<file path="config.mk">
export PLATFORM = sky130hd
export DESIGN_NAME = rgb2gray_uhd_4ppc
export DESIGN_NICKNAME = d
export VERILOG_FILES = /design/src/rtl/rgb2gray_uhd_4ppc.sv
export SDC_FILE = /design/constraint.sdc
export NUM_CORES = 1
export LEC_CHECK = 0
export ABC_AREA = 0
export BUFFER_PORTS_ARGS = -buffer_cell sky130_fd_sc_hd__buf_2
export CORE_UTILIZATION = 60
export DETAILED_ROUTE_END_ITERATION = 12
export HOLD_SLACK_MARGIN = 0.05
export PLACE_DENSITY = 0.79
export SYNTH_ARGS = -nofsm -noshare
export SYNTH_HDL_FRONTEND = slang
export SYNTH_SLANG_ARGS = --single-unit
</file>
<file path="constraint.sdc">
create_clock -name s_axis_video_aclk -period 13.2 [get_ports s_axis_video_aclk]
set_clock_uncertainty 0.2 [all_clocks]
set_input_delay 3.3 -clock s_axis_video_aclk [delete_from_list [all_inputs] [get_ports s_axis_video_aclk]]
set_output_delay 3.3 -clock s_axis_video_aclk [all_outputs]
set_load 0.1 [all_outputs]
</file>
<file path="src/rtl/rgb2gray_uhd_4ppc.sv">
// rgb2gray_uhd_4ppc: 4-pixel-per-clock RGB to luma converter, 3-stage AXI-Stream pipeline.
// Pixel channels are R=[23:16], B=[15:8], G=[7:0]; each stage loads when empty or draining.
module rgb2gray_uhd_4ppc #(
    parameter int COEF_R = 77,
    parameter int COEF_G = 150,
    parameter int COEF_B = 29
) (
    input  logic        s_axis_video_aclk,
    input  logic        s_axis_video_reset,
    input  logic [95:0] VIDEO_IN_tdata,
    input  logic        VIDEO_IN_tvalid,
    output logic        VIDEO_IN_tready,
    input  logic        VIDEO_IN_tuser,
    input  logic        VIDEO_IN_tlast,
    output logic [31:0] VIDEO_OUT_tdata,
    output logic        VIDEO_OUT_tvalid,
    input  logic        VIDEO_OUT_tready,
    output logic        VIDEO_OUT_tuser,
    output logic        VIDEO_OUT_tlast
);
    localparam logic [15:0] CR = 16'(COEF_R);
    localparam logic [15:0] CG = 16'(COEF_G);
    localparam logic [15:0] CB = 16'(COEF_B);

    logic        v1, v2, v3, u1, u2, u3, l1, l2, l3;
    logic        ld1, ld2, ld3;
    logic [15:0] pr [4];
    logic [15:0] pg [4];
    logic [15:0] pb [4];
    logic [17:0] sum [4];
    logic [31:0] y, y2, y3;

    always_comb begin
        ld3 = !v3 || VIDEO_OUT_tready;
        ld2 = !v2 || ld3;
        ld1 = !v1 || ld2;
        y = '0;
        for (int k = 0; k < 4; k++) begin
            sum[k] = 18'(pr[k]) + 18'(pg[k]) + 18'(pb[k]) + 18'd128;
            y[8*k +: 8] = |sum[k][17:16] ? 8'hFF : sum[k][15:8];
        end
        VIDEO_IN_tready  = ld1;
        VIDEO_OUT_tvalid = v3;
        VIDEO_OUT_tdata  = y3;
        VIDEO_OUT_tuser  = u3;
        VIDEO_OUT_tlast  = l3;
    end

    always_ff @(posedge s_axis_video_aclk) begin
        if (s_axis_video_reset) begin
            v1 <= 1'b0;
            u1 <= 1'b0;
            l1 <= 1'b0;
            for (int k = 0; k < 4; k++) begin
                pr[k] <= '0;
                pg[k] <= '0;
                pb[k] <= '0;
            end
        end else if (ld1) begin
            v1 <= VIDEO_IN_tvalid;
            u1 <= VIDEO_IN_tvalid && VIDEO_IN_tuser;
            l1 <= VIDEO_IN_tvalid && VIDEO_IN_tlast;
            if (VIDEO_IN_tvalid)
                for (int k = 0; k < 4; k++) begin
                    pr[k] <= CR * {8'd0, VIDEO_IN_tdata[24*k+16 +: 8]};
                    pb[k] <= CB * {8'd0, VIDEO_IN_tdata[24*k+8 +: 8]};
                    pg[k] <= CG * {8'd0, VIDEO_IN_tdata[24*k +: 8]};
                end
        end
    end

    always_ff @(posedge s_axis_video_aclk) begin
        if (s_axis_video_reset) begin
            v2 <= 1'b0;
            u2 <= 1'b0;
            l2 <= 1'b0;
            y2 <= '0;
        end else if (ld2) begin
            v2 <= v1;
            u2 <= v1 && u1;
            l2 <= v1 && l1;
            if (v1)
                y2 <= y;
        end
    end

    always_ff @(posedge s_axis_video_aclk) begin
        if (s_axis_video_reset) begin
            v3 <= 1'b0;
            u3 <= 1'b0;
            l3 <= 1'b0;
            y3 <= '0;
        end else if (ld3) begin
            v3 <= v2;
            u3 <= v2 && u2;
            l3 <= v2 && l2;
            if (v2)
                y3 <= y2;
        end
    end
endmodule

</file>
==> results of run 1 <==
## kinds of logic (layout without fill, tap and decap cells)
family                   count (synthesis)  count (layout)  share of synthesized area [%]
multiplexers                             8               8                          0.343
buffers and inverters                  482             638                           7.75
AO/OA/AOI/OAI                          351             351                           10.1
AND/OR/NAND/NOR                        449             449                           8.82
other                                    0               2                              0
XOR/XNOR                               117             117                           4.39
flip-flops                             245             245                           28.4
adder cells (fa/ha/maj)                660             660                           40.2
## critical path, stage by stage
cell and delay, ps:
buf_2 100, nor2b_1 320, and3_1 280, inv_1 130
buf_2 320
## cell type report
class / instances / share of cell area [%]
sequential: 245 / 25.9
clock buffer: 33 / 3.14
tap: 511 / 2.50
multi-input combinational: 1585 / 58.3
clock inverter: 17 / 0.709
inverter: 443 / 6.49
antenna: 2 / 0.0195
timing repair buffer: 145 / 2.91
## path summary, 6_finish.rpt
path,start,end,slack [ps],depth (start not counted)
setup / recovery,VIDEO_OUT_tready,VIDEO_IN_tready,5250,5
hold reg to reg,y2[2],VIDEO_OUT_tdata[2],240,2
hold / removal,y2[2],VIDEO_OUT_tdata[2],240,2
setup reg to reg,pr[3][5],y2[26],9360,12
## placed cells by master, fill, tap and decap left out, types with 6 or more instances in the layout
master,Yosys,final
ha_1,508,508
inv_1,443,443
nor2_1,174,173
edfxtp_1,172,172
fa_1,152,152
buf_2,0,137
a21oi_1,136,136
nand2_1,106,106
xnor2_1,77,77
dfxtp_1,73,73
and2_1,60,60
a21o_1,51,51
xor2_1,40,40
a211oi_1,39,39
o21ai_0,32,32
clkbuf_16,0,32
nor3_1,28,28
nand3_1,24,24
o21bai_1,23,23
and3_1,17,17
or3_1,16,16
a2111o_1,12,12
a41oi_1,12,12
mux2i_1,8,8
buf_4,0,8
o21a_1,7,7
or2_2,8,7
a31oi_1,6,6
o211a_1,6,6
## per-layer routing
metal,wire length (um),global-route usage (%)
met1,20500,30.9
met2,22500,43.3
met3,1880,2.82
met4,1440,8.60
met5,13,0
## per-stage QoR
stage          power (W)  setup WS (ps)  cells  hold slack (ps)  util, %
6_report         0.00380           5250   2981              236     67.3
5_1_grt          0.00414           5190   2980              250     67.3
4_1_cts          0.00383           5250   2979              239     67.3
3_5_place_dp     0.00297           5250   2929              244     64.7
3_3_place_gp     0.00289           5300   2929              239     64.7
2_1_floorplan    0.00256           3970   2312              232        -
## state kept, by name, summed over array words and instances (netlist names)
register and count:
VIDEO_OUT_tlast 1, VIDEO_OUT_tuser 1, u2 1, pb 52, l1 1, u1 1, pg 60, VIDEO_OUT_tdata 32
v2 1, v1 1, VIDEO_OUT_tvalid 1, l2 1, pr 60, y2 32
## Yosys cell counts, drive strengths merged, types with 7 or more instances
| cell type | number |
|---|---|
| mux2i | 8 |
| fa | 152 |
| edfxtp | 172 |
| a31oi | 8 |
| or3 | 16 |
| or2 | 8 |
| and2 | 60 |
| ha | 508 |
| and3 | 17 |
| nand2 | 106 |
| a2111o | 12 |
| o21a | 7 |
| a41oi | 12 |
| o21bai | 23 |
| o21ai | 32 |
| nor3 | 28 |
| a21oi | 136 |
| xor2 | 40 |
| xnor2 | 77 |
| a21o | 51 |
| clkbuf | 35 |
| inv | 443 |
| nand3 | 24 |
| a211oi | 40 |
| dfxtp | 73 |
| nor2 | 174 |
## power breakdown
group          internal, W  switching (W)
clock network     0.000496       0.000320
registers         0.000956      0.0000478
logic             0.000872        0.00111
total              0.00232        0.00148
==> results.md, run 1 <==
- Outcome: finished clean
- Worst skew pair latency: 570 ps
- DP Area: 24600 um^2
- EDFF count, synth: 172
- Synthesized area per cell: 10.1 um^2
- RD Place Congestion: 0.913
- Register clock-pin slew on the reported worst setup and hold paths: 60 ps
- Tightest Hold Check Type: reg2reg
- Most used flip-flop cell after synthesis: edfxtp_1
- Row count: 71
- Final slew viol count: 0
- Global-route wire length before repair: 78200 um
- Post-CTS setup buffer count: 0
- Largest net degree at the start of global routing: 87
- Post-Syn Area: 23400 um^2
- Tmin final: 7950 ps
- Wire per inst: 15.5 um
- CP required: 9700 ps
- IO Port Bufs: 137
- Slew HR: 23.7%
- Via count: 16202
- Max clock buf depth: 3
- Count of cell types in the netlist: 48
- Register Area: 6630 um^2
- Static leakage: 13.3 nW
- Max FO, Critical Path: 6
- Setup CP Type: in2out
- Pwr dens: 148 nW/um^2
- Core ar.: 38000 um^2
- Initial DRC Count: 628
- Area share of the largest cell type after synthesis: 27.2%
- Max Clk Rate: 0.126 GHz
- Max-cap viol count: 0
- Synth warn: 0
- Cts bufs inserted: 27
- Mapped Nets: 3074
- Die X: 199 um
- Layout Nets: 3209
- Vias in the first global route: 16733
- Register area share after synthesis: 28.4%
- Post-synthesis cell count: 2312
- Largest area contributor in the netlist: ha_1
- Area of the multi-input gates: 14900 um^2
- Initial antenna violation count: 2
- Ports: 138
- Hold Fails Final Rpt: 0
- CTS tree: done
- Layout cell share with drive strength beyond 1: 8.47%
- Design area: 25600 um^2
- Die Ht: 199 um
- HPWL Detailed: 37100 um
- Vias per cell: 5.44
- DRT Pass-1 Iters: 5
- DRC errors left: 0
- H-tree depth: 1
- Clock sinks: 245
- Fraction of registers with async set/reset: 0%
- # resized after CTS: 0
- Initial Utilization: 61.4%
- Post-Route WL: 46300 um
- Die ar.: 39700 um^2
- Worst-margin pin slew: 1140 ps
- Most area-consuming cells after synthesis: ha_1 27%, edfxtp_1 22%, fa_1 13%, inv_1 7.1%, dfxtp_1 6.3%
- CP Launch Type: primary input
- Root buf cell: clkbuf_16
- Worst EP arrival: 4450 ps
- Setup TNS: 0 ps
- Final setup violating endpoints: 0
- CP Capture Type: output port
- Synth-to-layout area growth: 9.62%
- Total grt overflow: 0
- RSZ-0062 raised after global routing: false
- Tcrit/Tclk final: 60.2%
- Fillcell total: 2966
- Post-DRT Antenna Nets: 0
- Cts-stage hold buffer count: 0
- Total GRT Usage: 24.5%
- Max VDD drop: 0.102 mV
- Seq cells post-synth: 245
(Power assumes the default switching activity.)
==> run 2: changes to the inputs <==
==> constraint.sdc (replaced) <==
create_clock -name s_axis_video_aclk -period 8.16 [get_ports s_axis_video_aclk]
set_clock_uncertainty 0.2 [all_clocks]
set_input_delay 2.04 -clock s_axis_video_aclk [delete_from_list [all_inputs] [get_ports s_axis_video_aclk]]
set_output_delay 2.04 -clock s_axis_video_aclk [all_outputs]
set_load 0.1 [all_outputs]
==> results.md, run 2 (synthesis gave the netlist of run 1 again) <==
- Synth-to-layout area growth: 8.94%
- H-tree depth: 1
- Slew HR: 22.4%
- Final slew viol count: 0
- Cells after DPL: 2929
- CP required: 5920 ps
- Met2 WL: 22900 um
- Total GRT Usage: 24.8%
- Worst EP arrival: 3130 ps
- CP Capture Type: output port
- HPWL Detailed: 38100 um
- Max-cap viol count: 0
- Most frequent cells in the layout: 508 x ha_1, 443 x inv_1, 173 x nor2_1
- Via count: 16233
- Die Ht: 199 um
- Max clock buf depth: 3
- Max FO, Critical Path: 6
- Design area: 25400 um^2
- Clock sinks: 245
- Register clock-pin slew on the reported worst setup and hold paths: 60 ps
- Global-route wire length before repair: 78600 um
- Layout Nets: 3209
- Worst skew pair latency: 550 ps
- RSZ-0062 raised after global routing: false
- Post-Route WL: 47300 um
- WL met1: 21000 um
- Tcrit/Tclk final: 65.8%
- Initial Utilization: 61.4%
- Root buf cell: clkbuf_16
- CP most frequent cell: buf_2
- Leading cell type in the layout, fill and taps excluded: ha_1
- Post-CTS setup buffer count: 0
- Top sig layer: met4
- Ports: 138
- Die ar.: 39700 um^2
- Post-DRT Antenna Nets: 0
- Final setup violating endpoints: 0
- Cts-stage hold buffer count: 0
- Total grt overflow: 0
- CP Launch Type: primary input
- Die X: 199 um
- Cts bufs inserted: 27
- Layout cell share with drive strength beyond 1: 8.35%
- Vias in the first global route: 16668
- Max VDD drop: 0.176 mV
- Vias per cell: 5.45
- Initial antenna violation count: 1
- Static leakage: 13.2 nW
- IO Port Bufs: 137
- Largest net degree at the start of global routing: 87
- CP top delay family: simple AND/OR/NAND/NOR gates
- Wire per inst: 15.9 um
- Largest registers: pg: 60 flops, pr: 60 flops, pb: 52 flops
- DRC errors left: 0
- Tmin final: 5370 ps
- Pwr dens: 236 nW/um^2
- Initial DRC Count: 704
- CP max stage delay: 310 ps
- Row count: 71
- CTS tree: done
- # resized after CTS: 0
- Outcome: finished clean
- Setup CP Type: in2out
- Worst-margin pin slew: 1160 ps
- Tightest Hold Check Type: reg2reg
- Worst path cell trace: buf_2 > nor2b_1 > and3_1 > inv_1 > buf_2
- DP Area: 24600 um^2
- Fillcell total: 2958
- DRT Pass-1 Iters: 5
- RD Place Congestion: 0.934
- Setup TNS: 0 ps
- Max Clk Rate: 0.186 GHz
- Worst path slowest cell: buf_2
- Area of the multi-input gates: 14900 um^2
- Buffer and inverter count on the worst path: 3
- Metal3 WL: 1770 um
- Post-layout util: 66.9%
- Post-Layout Cell Count: 2979
- Register Area: 6630 um^2
- Core ar.: 38000 um^2
- Hold Fails Final Rpt: 0
==> run 2: cell types whose count changed in the layout (fill, tap and decap cells not counted), sizes merged <==
cell,previous run,this run
bufinv,3,0
diode,2,1
clkbuf,33,41
inv,449,443
clkinvlp,1,0
clkinv,7,8
==> run 2: final timing paths <==
path | from | end | slack (ps) | cells after the start
setup / recovery | VIDEO_OUT_tready | VIDEO_IN_tready | 2790 | 5
hold / removal | VIDEO_OUT_tlast | VIDEO_OUT_tlast | 250 | 2
setup reg to reg | pr[3][6] | y2[29] | 4310 | 11
hold reg to reg | VIDEO_OUT_tlast | VIDEO_OUT_tlast | 250 | 2
==> run 2: where the power goes <==
part           leakage (nW)  internal, W  total, W  switching, W
Sequential             2.45      0.00155   0.00162     0.0000759
Clock                 0.425     0.000662   0.00115      0.000493
Combinational          10.3      0.00141   0.00323       0.00182
Total                  13.2      0.00362   0.00601       0.00239
==> run 2: final cells by class <==
class,count,area share (%)
multi-input combinational,1585,58.7
tap,511,2.51
clock buffer,41,3.09
clock inverter,8,0.172
antenna,1,0.00983
timing repair buffer,145,2.93
inverter,443,6.53
sequential,245,26.0
==> run 2: worst min-delay path, stage by stage (launching register included) <==
cell     delay (ps)
dfxtp_1         300
nand2_1          50
a21oi_1          50
==> run 2: layer usage <==
metal / global-route usage, % / up-vias
li1: - / 8068
met1: 31.8 / 7775
met2: 43.4 / 306
met3: 2.24 / 84
met4: 9.03 / 0
met5: 0 / -
==> run 2: stage by stage <==
step	worst slack [ps]	power, W	hold slack [ps]
after floorplan	190	0.00415	232
after CTS	2780	0.00604	249
after global routing	2470	0.00655	264
after global placement	2410	0.00469	238
after detailed placement	2250	0.00484	241
final	2790	0.00601	247
==> run 3: changes to the inputs <==
--- a/config.mk
+++ b/config.mk
@@ -7,10 +7,10 @@
 export LEC_CHECK = 0
 export ABC_AREA = 0
 export BUFFER_PORTS_ARGS = -buffer_cell sky130_fd_sc_hd__buf_2
-export CORE_UTILIZATION = 60
+export CORE_UTILIZATION = 57
 export DETAILED_ROUTE_END_ITERATION = 12
 export HOLD_SLACK_MARGIN = 0.05
-export PLACE_DENSITY = 0.79
+export PLACE_DENSITY = 0.78
 export SYNTH_ARGS = -nofsm -noshare
 export SYNTH_HDL_FRONTEND = slang
 export SYNTH_SLANG_ARGS = --single-unit
==> constraint.sdc (replaced) <==
create_clock -name s_axis_video_aclk -period 4.49 [get_ports s_axis_video_aclk]
set_clock_uncertainty 0.2 [all_clocks]
set_input_delay 1.1225 -clock s_axis_video_aclk [delete_from_list [all_inputs] [get_ports s_axis_video_aclk]]
set_output_delay 1.1225 -clock s_axis_video_aclk [all_outputs]
set_load 0.1 [all_outputs]
==> results.md, run 3 (synthesis gave the netlist of run 1 again) <==
- Cts bufs inserted: 27
- Tcrit/Tclk final: 96.5%
- Fillcell total: 3039
- Initial antenna violation count: 1
- Hold Fails Final Rpt: 0
- Worst skew pair latency: 550 ps
- Register clock-pin slew on the reported worst setup and hold paths: 60 ps
- Ports: 138
- HPWL Detailed: 40100 um
- Max Clk Rate: 0.231 GHz
- CP required: 4590 ps
- Design area: 26600 um^2
- Hold_sp: y2[13]
- CP Capture Type: register
- Reg-to-Reg End: y2[4]
- Initial DRC Count: 701
- Worst reg2reg path depth: 12
- Final setup violating endpoints: 0
- Pwr dens: 435 nW/um^2
- Origin of the critical flop-to-flop path: pg[0][3]
- Global-route wire length before repair: 82300 um
- Initial Utilization: 58.3%
- Tmin final: 4330 ps
- Hold EP: VIDEO_OUT_tdata[13]
- Layout Nets: 3348
- Max-cap viol count: 0
- Static leakage: 13.9 nW
- CP Launch Type: primary input
- Post-DRT Antenna Nets: 0
- Final slew viol count: 0
- Cells after DPL: 3082
- Vias in the first global route: 17319
- DP Worst Slack: -354 ps
- Wire per inst: 15.8 um
- Post-Route WL: 49400 um
- Setup CP Type: in2reg
- Die ar.: 41800 um^2
- Flop-to-flop setup slack: 650 ps
- Max FO, Critical Path: 2
- DP Area: 25700 um^2
- Die Ht: 204 um
- Slew HR: 44.7%
- CTS tree: done
- DRC errors left: 0
- Post-layout util: 66.3%
- Smallest hold slack: 254 ps
- DRT Pass-1 Iters: 5
- Root buf cell: clkbuf_16
- Final worst slack: 158 ps
- Core ar.: 40100 um^2
- Clock sinks: 245
- Leading cell type in the layout, fill and taps excluded: ha_1
- RSZ-0062 raised after global routing: false
- Max clock buf depth: 3
- Largest net degree at the start of global routing: 80
- Die X: 204 um
- WHS Path Cells: 2
- Largest registers: pg: 60 flops, pr: 60 flops, pb: 52 flops
- Vias per cell: 5.34
- RD Place Congestion: 0.918
- Synth-to-layout area growth: 13.9%
- Layout cell share with drive strength beyond 1: 13.0%
- Outcome: finished clean
- H-tree depth: 1
- Via count: 16721
- Post-Layout Cell Count: 3132
- Cts-stage hold buffer count: 0
- Row count: 73
- Max VDD drop: 0.275 mV
- Worst EP arrival: 4430 ps
- Worst-margin pin slew: 829 ps
- Total grt overflow: 0
- Tightest Hold Check Type: reg2reg
- IO Port Bufs: 137
- Total GRT Usage: 24.4%
- Most frequent cells in the layout: 508 x ha_1, 443 x inv_1, 173 x nor2_1
## run 3: changes by cell type in the layout (fill, tap and decap cells not counted), moves of 2 or more
cell	before	now
buf_4	8	144
clkbuf_2	5	1
clkinv_2	7	0
clkinvlp_4	0	4
clkinv_1	0	4
inv_8	0	2
bufinv_16	0	2
buf_12	0	3
## run 3: metrics by stage
step / total power [W] / TNS [ps]
CTS: 0.0116 / 0
global route: 0.0126 / 0
floorplan: 0.00753 / 0
detailed placement: 0.00928 / -5560
finish: 0.0116 / 0
global placement: 0.00897 / -2220
## run 3: final cells by class
| cell class | instances | area (um^2) | area share (%) |
|---|---|---|---|
| antenna | 1 | 2.50 | 0.00941 |
| tap | 525 | 657 | 2.47 |
| clock inverter | 12 | 128 | 0.480 |
| timing repair buffer | 284 | 1830 | 6.87 |
| inverter | 443 | 1660 | 6.25 |
| sequential | 245 | 6630 | 24.9 |
| clock buffer | 37 | 756 | 2.84 |
| multi-input combinational | 1585 | 14900 | 56.2 |
## run 3: worst max-delay path, stage by stage
cell,delay [ps]
buf_2,120
ha_1,320
ha_1,290
ha_1,280
inv_1,50
fa_1,490
inv_1,40
ha_1,280
inv_1,80
o21bai_1,110
a2111oi_1,610
buf_4,210
o31ai_1,100
a211oi_1,250
nor2_1,70
## run 3: per-layer routing
layer / part of all wire [%] / global-route usage (%) / vias up
met1: 44 / 31.1 / 7977
li1: - / - / 8345
met2: 49 / 43.4 / 310
met5: 0 / 0 / -
met3: 3.6 / 2.30 / 89
met4: 2.9 / 7.68 / 0
## run 3: worst max path at each step
stage,slack [ps],end,startpoint
finish,160,pr[2][14],VIDEO_IN_tdata[67]
global route,40,pr[2][14],VIDEO_IN_tdata[67]
CTS,100,pr[2][14],VIDEO_IN_tdata[67]
detailed placement,-350,pr[2][14],VIDEO_IN_tdata[67]
global placement,-210,pr[2][14],VIDEO_IN_tdata[68]
floorplan,20,pr[3][13],VIDEO_IN_tdata[92]
## run 3: repair_timing
| item | CTS | global route |
|---|---|---|
| buffers inserted | 0 | 0 |
| resized for setup | 0 | 1 |
| setup endpoints to repair | 0 | 1 |
## run 3: power by group
group	total, W	switching, W	internal (W)
Combinational	0.00639	0.00343	0.00296
Sequential	0.00295	0.000140	0.00281
Clock	0.00223	0.000936	0.00130
